$ cat config.mk
export PLATFORM = sky130hd
export DESIGN_NAME = mem_port_arbiter
export DESIGN_NICKNAME = d
export VERILOG_FILES = /design/src/rtl/lion_mem_pkg.sv /design/src/rtl/mem_rr_pick.sv /design/src/rtl/mem_port_arbiter.sv
export SDC_FILE = /design/constraint.sdc
export NUM_CORES = 1
export LEC_CHECK = 0
export BUFFER_PORTS_ARGS = -buffer_cell sky130_fd_sc_hd__clkbuf_2
export CORE_MARGIN = 2
export CORE_UTILIZATION = 31
export DETAILED_ROUTE_END_ITERATION = 10
export GPL_TIMING_DRIVEN = 0
export PLACE_DENSITY = 0.68
export SLEW_MARGIN = 20
export SYNTH_ARGS = -nofsm -noshare
export SYNTH_HDL_FRONTEND = slang
export SYNTH_SLANG_ARGS = --single-unit
$ cat constraint.sdc
create_clock -name clock -period 4.1 [get_ports clock]
set_input_delay 0.205 -clock clock [delete_from_list [all_inputs] [get_ports clock]]
set_output_delay 0.205 -clock clock [all_outputs]
set_load 0.005 [all_outputs]
$ cat src/rtl/lion_mem_pkg.sv
// Shared types and constants for the instruction/data memory port arbiter.
// Holds the arbiter state encoding and the default stall limit.
package lion_mem_pkg;

   typedef enum logic [1:0] {
      IDLE  = 2'd0,
      GNT_I = 2'd1,
      GNT_D = 2'd2
   } arb_state_t;

   localparam int unsigned WAIT_LIMIT_DEFAULT = 16;

   // Wait counter is at least 5 bits and wide enough to hold WAIT_LIMIT itself.
   function automatic int unsigned cnt_width(input int unsigned limit);
      int unsigned w;
      w = $clog2(limit + 32'd1);
      return (w > 32'd5) ? w : 32'd5;
   endfunction

endpackage

$ cat src/rtl/mem_rr_pick.sv
// Two-requester arbitration decision: fixed data priority or alternating
// between instruction and data based on who was served last.
module mem_rr_pick (
   input  logic       i_req_i,
   input  logic       i_req_d,
   input  logic       i_data_prio,
   input  logic       i_last_d,
   output logic [1:0] o_gnt        // [0] = instruction, [1] = data
);

   always_comb begin
      o_gnt = 2'b00;
      if (i_req_i && i_req_d) begin
         o_gnt = (i_data_prio || !i_last_d) ? 2'b10 : 2'b01;
      end else if (i_req_d) begin
         o_gnt = 2'b10;
      end else if (i_req_i) begin
         o_gnt = 2'b01;
      end
   end

endmodule

$ cat src/rtl/mem_port_arbiter.sv
// Shares one memory bus between an instruction-fetch port and a data port,
// with a sticky timeout flag for transfers that stall too long.
module mem_port_arbiter
   import lion_mem_pkg::*;
#(
   parameter int unsigned WAIT_LIMIT = WAIT_LIMIT_DEFAULT,
   parameter int unsigned DATA_PRIO  = 1
) (
   input  logic        clock,
   input  logic        reset,
   input  logic        i_valid,
   output logic        i_ready,
   input  logic [31:0] i_addr,
   output logic [31:0] i_rdata,
   input  logic        d_valid,
   output logic        d_ready,
   input  logic [31:0] d_addr,
   input  logic [31:0] d_wdata,
   input  logic [3:0]  d_wstrb,
   output logic [31:0] d_rdata,
   output logic        mem_valid,
   output logic        mem_instr,
   output logic [31:0] mem_addr,
   output logic [31:0] mem_wdata,
   output logic [3:0]  mem_wstrb,
   input  logic        mem_ready,
   input  logic [31:0] mem_rdata,
   output logic        timeout
);

   localparam int unsigned CW      = cnt_width(WAIT_LIMIT);
   localparam logic [CW-1:0] LIMIT_V = CW'(WAIT_LIMIT);

   arb_state_t    r_state;
   arb_state_t    w_state_next;
   logic [31:0]   r_addr;
   logic [31:0]   r_wdata;
   logic [3:0]    r_wstrb;
   logic [31:0]   r_i_rdata;
   logic [31:0]   r_d_rdata;
   logic          r_last_d;
   logic          r_timeout;
   logic [CW-1:0] r_wait;
   logic [CW-1:0] w_wait_next;
   logic [1:0]    w_gnt;
   logic          w_prio;

   assign w_prio = (DATA_PRIO != 0);

   mem_rr_pick u_pick (
      .i_req_i     (i_valid),
      .i_req_d     (d_valid),
      .i_data_prio (w_prio),
      .i_last_d    (r_last_d),
      .o_gnt       (w_gnt)
   );

   always_ff @(posedge clock or posedge reset) begin
      if (reset) r_state <= IDLE;
      else       r_state <= w_state_next;
   end

   always_comb begin
      w_state_next = r_state;
      case (r_state)
         IDLE: begin
            if (w_gnt[1])      w_state_next = GNT_D;
            else if (w_gnt[0]) w_state_next = GNT_I;
         end
         GNT_I, GNT_D: begin
            if (mem_ready) w_state_next = IDLE;
         end
         default: w_state_next = IDLE;
      endcase
   end

   assign w_wait_next = (r_wait == '1) ? r_wait : r_wait + CW'(1);

   always_ff @(posedge clock or posedge reset) begin
      if (reset) begin
         r_addr    <= '0;
         r_wdata   <= '0;
         r_wstrb   <= '0;
         r_last_d  <= 1'b0;
         r_wait    <= '0;
         r_timeout <= 1'b0;
         r_i_rdata <= '0;
         r_d_rdata <= '0;
      end else begin
         if (r_state == IDLE) begin
            if (w_gnt[1]) begin
               r_addr   <= d_addr;
               r_wdata  <= d_wdata;
               r_wstrb  <= d_wstrb;
               r_last_d <= 1'b1;
               r_wait   <= '0;
            end else if (w_gnt[0]) begin
               r_addr   <= i_addr;
               r_wdata  <= '0;
               r_wstrb  <= '0;
               r_last_d <= 1'b0;
               r_wait   <= '0;
            end
         end else if (!mem_ready) begin
            r_wait <= w_wait_next;
            // Flag only; the stalled transfer keeps waiting for mem_ready.
            if (w_wait_next >= LIMIT_V) r_timeout <= 1'b1;
         end
         if (i_ready) r_i_rdata <= mem_rdata;
         if (d_ready) r_d_rdata <= mem_rdata;
      end
   end

   assign mem_valid = (r_state != IDLE);
   assign mem_instr = (r_state == GNT_I);
   assign mem_addr  = r_addr;
   assign mem_wdata = r_wdata;
   assign mem_wstrb = r_wstrb;
   assign i_ready   = (r_state == GNT_I) && mem_ready;
   assign d_ready   = (r_state == GNT_D) && mem_ready;
   assign i_rdata   = i_ready ? mem_rdata : r_i_rdata;
   assign d_rdata   = d_ready ? mem_rdata : r_d_rdata;
   assign timeout   = r_timeout;

endmodule

== After elaboration in Yosys (flattened, before gate mapping) ==
Index checks and enable logic that the tools add are counted.

* $mul: 0
* $add $sub $neg: 1
* Shift operators: 0
* Multiplexer cells: 20
* Div/mod/pow operators: 0
* Reduce and logical (&&, ||, !) cells: 11
* Eq/ne operators: 6
* Bitwise logic cells: 2
* Magnitude comparators: 1

{| class="wikitable"
|+ Operators with widths
! cell !! number
|-
| 32-bit 2-to-1 mux || 6
|-
| 5-bit 2-to-1 mux || 5
|-
| 2-bit 2-to-1 mux || 5
|-
| 4-bit 2-to-1 mux || 2
|-
| 2-bit AND reduction || 3
|-
| 5-bit by 1-bit adder with 5-bit output, second input constant || 1
|-
| 5-bit == test, second input constant || 1
|-
| 5-bit >= comparator, second input constant || 1
|-
| 2-bit one-hot mux with 2 select lines || 1
|-
| 2-bit nonzero test || 2
|-
| 1-bit logical AND || 3
|-
| 3-bit by 1-bit inequality test with 1-bit output, second input constant || 1
|-
| 3-bit AND reduction || 1
|-
| 2-bit by 1-bit == test with 1-bit output, second input constant || 1
|-
| 2-bit == test, second input constant || 1
|-
| 2-bit zero test || 1
|-
| 2-bit by 1-bit inequality test with 1-bit output, second input constant || 1
|-
| 2-bit inequality test, second input constant || 1
|-
| 1-bit NOT || 2
|-
| 2-bit OR reduction || 1
|-
| 1-bit 2-to-1 mux || 1
|}

* RAM bits: 0
* Bits in registers: 140
* Bits of input ports: 137
* ROM bits: 0
* Memories kept: 0
* Word-level logic and storage cells: 49
* Bits in latches: 0

== Depth between registers and ports, before layout ==
Gate-level depths: netlist of the first run.

* Depth after elaboration: 6
* Mapped depth: 7
* Gate-level depth less buffers: 5

== By module ==
From an unflattened synthesis of the first run, not the netlist that was laid out.

* Cell total of the unflattened synthesis: 411
* Area, all modules: 5621.6 um^2

{| class="wikitable"
|+ By module, submodules not included
! module !! area each (um^2) !! instances !! cells an instance !! seq. area each (um^2)
|-
| mem_port_arbiter || 5591.6 || 1 || 407 || 3528.4
|-
| mem_rr_pick || 30.0 || 1 || 4 || 0.0
|}

== Least setup slack after synthesis of the first run ==
Ideal clock, no wire load.

* Kind: reg-to-output
* Start point: register r_state[1]
* End point: output i_rdata[10]
* Cell stages (with the launch flop): 6
* Arrival time: 1.336 ns
* Slack: 2.559 ns
* Cells stage by stage: dfrtp_1 inv_1 ha_1 nand2_1 buf_2 mux2_2

* Word-level cells in the longest chain between the ends: 3

{| class="wikitable"
|+ Ends and longest elaborated chain
! item !! line !! source
|-
| from (decl) || mem_port_arbiter.sv:34 || <nowiki>arb_state_t r_state;</nowiki>
|-
| from (signal assigned) || mem_port_arbiter.sv:60 || <nowiki>else r_state <= w_state_next;</nowiki>
|-
| 2-bit by 1-bit == test with 1-bit output || - ||
|-
| via mem_instr || mem_port_arbiter.sv:22 || <nowiki>output logic mem_instr,</nowiki>
|-
| 1-bit logical AND || mem_port_arbiter.sv:119 || <nowiki>assign i_ready = (r_state == GNT_I) && mem_ready;</nowiki>
|-
| 32-bit 2-to-1 mux || - ||
|-
| to (decl) || mem_port_arbiter.sv:14 || <nowiki>output logic [31:0] i_rdata,</nowiki>
|}

The timed path passes the listed nets, and every way through them passes these cells.

== Final worst setup path of the first run ==
* Start point: register r_state[1]
* End point: output i_rdata[9]

* Word-level cells in the longest chain between the ends: 3

{| class="wikitable"
|+ Ends and longest elaborated chain
! item !! line
|-
| 2-bit by 1-bit == test with 1-bit output || mem_port_arbiter.sv:119
|-
| 1-bit logical AND || mem_port_arbiter.sv:119
|-
| 32-bit 2-to-1 mux || -
|}

Every way passes these cells.

==> flow_summary.rst, run 1 <==
.. list-table::
   :header-rows: 1

   * - Metric
     - Value
   * - Via count of the first global-routing pass
     - 4516
   * - Flip-flop and latch count after synthesis
     - 140
   * - Multi-input gate area in the final layout
     - 1871 um^2
   * - Cell family contributing the most delay on the critical path
     - buffers and inverters
   * - Max_cap viols
     - 0
   * - Vertical die dimension
     - 138.4 um
   * - Width of the die
     - 138.4 um
   * - CTS-repair resized insts
     - 0
   * - Overflow after GRT
     - 0
   * - Cell area after synthesis
     - 5599 um^2
   * - Category of the critical setup timing path
     - flop to output pin
   * - Fraction of the mapped netlist area in adder cells
     - 0.8939%
   * - Crit path buffers/inverters
     - 3
   * - Number of setup violations in the final report
     - 0
   * - Cell area after placement
     - 7282 um^2
   * - Aggregate routed wire length
     - 14900 um
   * - Crit-path max FO
     - 10
   * - Library cell occupying the most area in the post-synthesis netlist
     - sky130_fd_sc_hd__dfrtp_1
   * - TritonCTS clock tree
     - yes
   * - Critical path, cell by cell
     - inv_1 -> ha_1 -> nand2_1 -> buf_2 -> mux2_2 -> clkbuf_2
   * - Deepest clock path buffer count
     - 2
   * - Top cells by area in the synthesized netlist
     - sky130_fd_sc_hd__dfrtp_1, sky130_fd_sc_hd__mux2_2, sky130_fd_sc_hd__mux2i_1
   * - Design area
     - 8060 um^2
   * - Cell at the slowest stage of the critical path
     - sky130_fd_sc_hd__mux2_2
   * - CP Data Arrival Time
     - 2.17 ns
   * - Dominant combinational cell family by area after synthesis
     - multiplexers
   * - Required time at the worst-slack endpoint
     - 3.89 ns
   * - Synth warn
     - 0
   * - Result of the run
     - finished, final reports clean
   * - Seq/Total Area, Yosys
     - 62.57%
   * - Worst voltage drop across the vdd grid
     - 0.3513 mV
   * - Multiplexer share of the synthesized area
     - 18.95%
   * - Simple logic cell fraction of the synthesized area
     - 3.553%
   * - Total number of vias
     - 4413
   * - Most frequent cells in the layout
     - sky130_fd_sc_hd__clkbuf_2, sky130_fd_sc_hd__dfrtp_1, sky130_fd_sc_hd__mux2_2, sky130_fd_sc_hd__nand2_1, sky130_fd_sc_hd__a22o_1
   * - Most common library cell in the layout ignoring fill and taps
     - sky130_fd_sc_hd__clkbuf_2
   * - Crit-path max cell delay
     - 0.39 ns
   * - Period minus WS final
     - 2.371 ns
   * - Relative area change from synthesis to final layout
     - 43.96%
   * - Transition time of the tightest slew-check pin
     - 0.4155 ns
   * - Post-Syn Instances
     - 404
   * - Number of inserted filler cells in the final layout
     - 1667
   * - Total half-perimeter wirelength after legalization and detailed placement
     - 11080 um
   * - Routed Antenna Nets
     - 0
   * - CTS buffer count
     - 17
   * - CTS sink cnt
     - 140
   * - Number of design rule violations left after detail routing
     - 0
   * - Crit path launch type
     - flop
   * - Drt initial violations
     - 149
   * - RSZ-0062 raised after global routing
     - false
   * - Aggregate global-route resource usage
     - 15.96%
   * - Row Count
     - 49
   * - Sum of negative setup slack
     - 0 ns
   * - 1st-pass router iterations
     - 6
   * - Fmax
     - 421.7 MHz
   * - Deepest level of the CTS H-tree
     - 4
   * - Sequential Area
     - 3503 um^2
   * - Global-route wire length before repair
     - 24100 um
   * - Average routed wire per standard cell
     - 15.65 um
   * - Number of port buffers
     - 272
   * - Number of antenna violations at the first check in global routing
     - 0
   * - Count of final max-slew check failures
     - 0
   * - Maximum number of pins on one net before global-route repair
     - 83
   * - Effective utilization at floorplan
     - 31.38%
   * - Root Driver
     - sky130_fd_sc_hd__clkbuf_16
   * - Overall die area
     - 19150 um^2
   * - Synth unique cells
     - 24
   * - Worst clock skew on the final layout
     - 0.008534 ns
   * - # nets final
     - 851
   * - Mapped Avg Cell Area
     - 13.86 um^2
   * - RePlAce Congestion
     - 0.7932
   * - Leakage component of the power
     - 0.004219 uW
   * - Critical path capture point type
     - output pin
   * - Via density per instance
     - 4.636
   * - Number of hold violations in the final report
     - 0
   * - Clock slew at the register clock pins of the worst setup and hold paths
     - 0.06 ns
   * - Share of final-layout standard cells stronger than drive strength 1
     - 54.36%
   * - ANT cells
     - 0
   * - Util after Layout
     - 45.18%
   * - XOR/XNOR Fraction of Synth Area
     - 0%
   * - Core region area
     - 17840 um^2
   * - Area share of the leading cell type in the synthesized netlist
     - 62.57%
   * - Worst slew margin relative to its limit
     - 72.01%
   * - Share of the synthesized area in compound gates (AO/OA/AOI/OAI)
     - 10.01%
   * - Synth Net Count
     - 545
   * - Min-Delay Path Class
     - input port to flop
   * - Period utilization
     - 57.84%
   * - Pwr per Cell Area
     - 760.1 nW/um^2
   * - Clock insertion delay at the later pin of the skew report
     - 0.41 ns
   * - Ports placed on the boundary
     - 274
-- timing repair --
| item | CTS | global route |
|---|---|---|
| setup buffers | 0 | 0 |
| endpoints found under the hold margin | 71 | 0 |
| hold buffers | 14 | 0 |
-- metal layers --
metal  share of wire (%)  routed length (um)  vias to the layer above  track usage [%]
met3                 7.2                1078                       21            4.676
met5                   0                   0                        -                0
met4                 1.8                 269                        0            5.532
met1                  41                6085                     2131            19.69
li1                    -                   -                     2057                -
met2                  50                7463                      204            26.84
-- synthesized netlist by cell type (all sizes together) --
cell / instances
dfrtp: 140
mux2: 64
nand2: 40
a22o: 37
o21ai: 37
mux2i: 34
buf: 22
inv: 7
ha: 4
nor2: 4
a21oi: 3
clkbuf: 3
nand2b: 2
a21boi: 1
a22oi: 1
a311oi: 1
a41oi: 1
and2: 1
and3: 1
and4: 1
-- final timing paths --
path	from	slack [ns]	to	cells after the start
min reg2reg	mem_addr[21]	0.48	mem_addr[21]	2
max	r_state[1]	1.73	i_rdata[9]	6
max in group asynchronous	reset	3.00	mem_addr[27]	4
min in group asynchronous	reset	0.37	r_d_rdata[22]	3
max reg2reg	r_state[1]	2.34	r_i_rdata[9]	5
min	d_wdata[5]	0.02	mem_wdata[5]	2
-- metrics by stage --
step | hold WS [ns] | worst slack [ns] | power [uW] | instances
2_1_floorplan | 0.3447 | 0.1421 | 3427 | 404
3_3_place_gp | 0.4292 | -1.439 | 4434 | 905
3_5_place_dp | 0.2614 | 2.099 | 4512 | 906
4_1_cts | 0.0007823 | 1.637 | 6218 | 952
5_1_grt | 0.01121 | 1.524 | 6540 | 952
6_report | 0.02335 | 1.729 | 6127 | 952
-- where the power goes --
part	switching [uW]	internal [uW]	total, uW
combinational	1060	1130	2190
sequential	263	2020	2280
clock	601	1050	1660
total	1920	4200	6130
-- area by class of cell --
cell class                      count  area share, %
Buffer                             25          2.468
Timing Repair Buffer              287          18.97
Clock buffer                       19          5.619
Tap cell                          229          3.555
Multi-Input combinational cell    232          23.21
Inverter                            7         0.4191
Sequential cell                   140          43.46
Clock inverter                     13          2.297
-- kinds of logic after synthesis --
group,Yosys count
AOI/OAI and AO/OA,81
adders and majority gates,4
buffers and inverters,32
DFF,140
muxes,98
and+or+nand+nor,49
-- flip-flops by register name, indices dropped and copies added, names as in the netlist --
register   count
r_d_rdata     32
mem_wdata     32
timeout        1
mem_wstrb      4
r_i_rdata     32
mem_addr      32
r_wait         5
r_state        2
Note: power is estimated with default switching activity, not from simulation.
==> run 2, diff against run 1 <==
Settings changed: PLACE_DENSITY 0.68 to 0.66.
Clock period 4.1 ns to 2.39 ns, I/O delays scaled along.
==> run 2 against run 1 <==
  * Worst setup slack worse by 1.5 ns
  * Cell count up 9.6%
  * Sequential power up 72%
  * First-iteration DRC count down 8.7%
  * Sequential cell count unchanged
  * Critical endpoint is now i_rdata[3]
==> flow_summary.rst, run 2 (synthesis results as in run 1) <==
.. list-table::
   :header-rows: 1

   * - Metric
     - Value
   * - Crit-path max FO
     - 10
   * - Effective utilization at floorplan
     - 31.38%
   * - Required time at the worst-slack endpoint
     - 2.27 ns
   * - Result of the run
     - finished, final reports clean
   * - Sum of negative setup slack
     - 0 ns
   * - Row Count
     - 49
   * - Critical path capture point type
     - output pin
   * - Critical path, cell by cell
     - inv_1 -> ha_1 -> nand2_2 -> buf_2 -> mux2_2 -> clkbuf_2
   * - Clock insertion delay at the later pin of the skew report
     - 0.41 ns
   * - Ports placed on the boundary
     - 274
   * - Total number of vias
     - 4740
   * - Placed cell count
     - 910
   * - RSZ-0062 raised after global routing
     - false
   * - Count of final max-slew check failures
     - 0
   * - Via count of the first global-routing pass
     - 5100
   * - Overflow after GRT
     - 0
   * - # nets final
     - 945
   * - Net switching fraction of the power
     - 31.45%
   * - Routed Antenna Nets
     - 0
   * - Worst slew margin relative to its limit
     - 70.99%
   * - Period utilization
     - 90.15%
   * - Worst voltage drop across the vdd grid
     - 0.5568 mV
   * - Cell family contributing the most delay on the critical path
     - buffers and inverters
   * - Deepest level of the CTS H-tree
     - 4
   * - Clock network fraction of total power
     - 24.5%
   * - Min-Delay Path Class
     - input port to flop
   * - RePlAce Congestion
     - 0.7731
   * - Most common library cell in the layout ignoring fill and taps
     - sky130_fd_sc_hd__clkbuf_2
   * - Pwr per Cell Area
     - 1158 nW/um^2
   * - Number of port buffers
     - 272
   * - Period minus WS final
     - 2.154 ns
   * - Non-filler cells, final
     - 1043
   * - Average routed wire per standard cell
     - 15.54 um
   * - Number of antenna violations at the first check in global routing
     - 0
   * - Number of design rule violations left after detail routing
     - 0
   * - CTS buffer count
     - 17
   * - Drt initial violations
     - 136
   * - Cell at the slowest stage of the critical path
     - sky130_fd_sc_hd__mux2_2
   * - Most frequent cells in the layout
     - sky130_fd_sc_hd__clkbuf_2, sky130_fd_sc_hd__dfrtp_1, sky130_fd_sc_hd__dlygate4sd3_1, sky130_fd_sc_hd__mux2_2, sky130_fd_sc_hd__nand2_1
   * - Sequential share of power
     - 37.7%
   * - Category of the critical setup timing path
     - flop to output pin
   * - Overall die area
     - 19150 um^2
   * - Maximum number of pins on one net before global-route repair
     - 33
   * - CP Data Arrival Time
     - 2.03 ns
   * - Cell internal power dissipation
     - 7123 uW
   * - Pre-CTS setup slack
     - 0.4802 ns
   * - Number of setup violations in the final report
     - 0
   * - Core region area
     - 17840 um^2
   * - Deepest clock path buffer count
     - 2
   * - Root Driver
     - sky130_fd_sc_hd__clkbuf_16
   * - Share of final-layout standard cells stronger than drive strength 1
     - 48.40%
   * - CTS sink cnt
     - 140
   * - Width of the die
     - 138.4 um
   * - Aggregate routed wire length
     - 16210 um
   * - ANT cells
     - 0
   * - Post-CTS Setup Repair Bufs
     - 0
   * - Vertical die dimension
     - 138.4 um
   * - Crit path buffers/inverters
     - 3
   * - Relative area change from synthesis to final layout
     - 60.34%
   * - Leakage component of the power
     - 0.004601 uW
   * - Worst clock skew on the final layout
     - 0.008570 ns
   * - Via density per instance
     - 4.545
   * - Clock slew at the register clock pins of the worst setup and hold paths
     - 0.06 ns
   * - Transition time of the tightest slew-check pin
     - 0.4352 ns
   * - Aggregate global-route resource usage
     - 17.17%
   * - Fmax
     - 464.1 MHz
   * - Worst Slack Setup Final
     - 0.2355 ns
   * - Crit path launch type
     - flop
   * - Switching power of the nets
     - 3268 uW
   * - TritonCTS clock tree
     - yes
   * - Crit-path max cell delay
     - 0.38 ns
   * - Global-route wire length before repair
     - 26080 um
   * - 1st-pass router iterations
     - 4
   * - Max_cap viols
     - 0
   * - Number of hold violations in the final report
     - 0
   * - Combinational power share
     - 37.8%
   * - Total half-perimeter wirelength after legalization and detailed placement
     - 11140 um
## run 2: cell count changes in the layout (fill, tap and decap cells not counted), sizes merged
cell | previous run | this run
clkbuf | 294 | 300
buf | 23 | 24
dlygate4sd3 | 14 | 104
bufinv | 4 | 2
inv | 10 | 6
## run 2: layer usage
metal	wire length, um	global-route usage [%]
met3	1103	5.888
met4	272	5.693
met1	6664	20.08
met2	8166	29.60
met5	0	0
## run 2: through the flow
stage	total power (uW)	util [%]	hold WS (ns)	area (um^2)
2_1_floorplan	5879	-	0.2592	5603
3_3_place_gp	7623	40.64	0.3438	7251
3_5_place_dp	7739	41.24	0.08875	7358
4_1_cts	10500	50.25	0.0005142	8965
5_1_grt	11100	50.32	0.01388	8977
6_report	10390	50.32	0.01707	8977
## run 2: worst paths after layout
path	startpoint	endpoint	slack (ns)	depth (start not counted)
min in group asynchronous	reset	r_i_rdata[0]	0.22	3
setup / recovery	r_state[1]	i_rdata[3]	0.24	6
max in group asynchronous	reset	mem_addr[16]	1.34	6
hold / removal	d_addr[19]	mem_addr[19]	0.02	3
hold reg to reg	mem_addr[21]	mem_addr[21]	0.48	2
setup reg to reg	r_state[1]	r_i_rdata[25]	0.76	5
## run 2: what timing repair did
| item | 4_1_cts | 5_1_grt |
|---|---|---|
| setup endpoints to repair | 0 | 56 |
| gates resized for setup | 0 | 5 |
| hold buffers | 104 | 0 |
| hold endpoints to repair | 188 | 0 |
## run 2: cell type report
type / instances / area [um^2]
plain buffers: 25 / 206.4
clock buffers: 22 / 474.2
clock inverters: 7 / 91.34
fillers: 1526 / 8864
inverters: 7 / 30.03
multi-input cells: 232 / 1876
flip-flops and latches: 140 / 3503
well taps: 229 / 286.5
repair buffers: 381 / 2510
## run 2: power by group through the flow
| stage | Combinational [uW] | Clock, uW | Sequential [uW] |
|---|---|---|---|
| CTS | 3960 | 2630 | 3910 |
| finish | 3930 | 2550 | 3920 |
| global route | 4340 | 2720 | 4050 |
| detailed placement | 3820 | 0 | 3920 |
| global placement | 3720 | 0 | 3910 |
| floorplan | 1970 | 0 | 3910 |
## run 2: tightest hold or removal path, delay by kind of cell
| family | cells | cell delay (ns) |
|---|---|---|
| muxes | 1 | 0.06 |
| AOI/OAI and AO/OA | 1 | 0.14 |
| buffers and inverters | 1 | 0.07 |
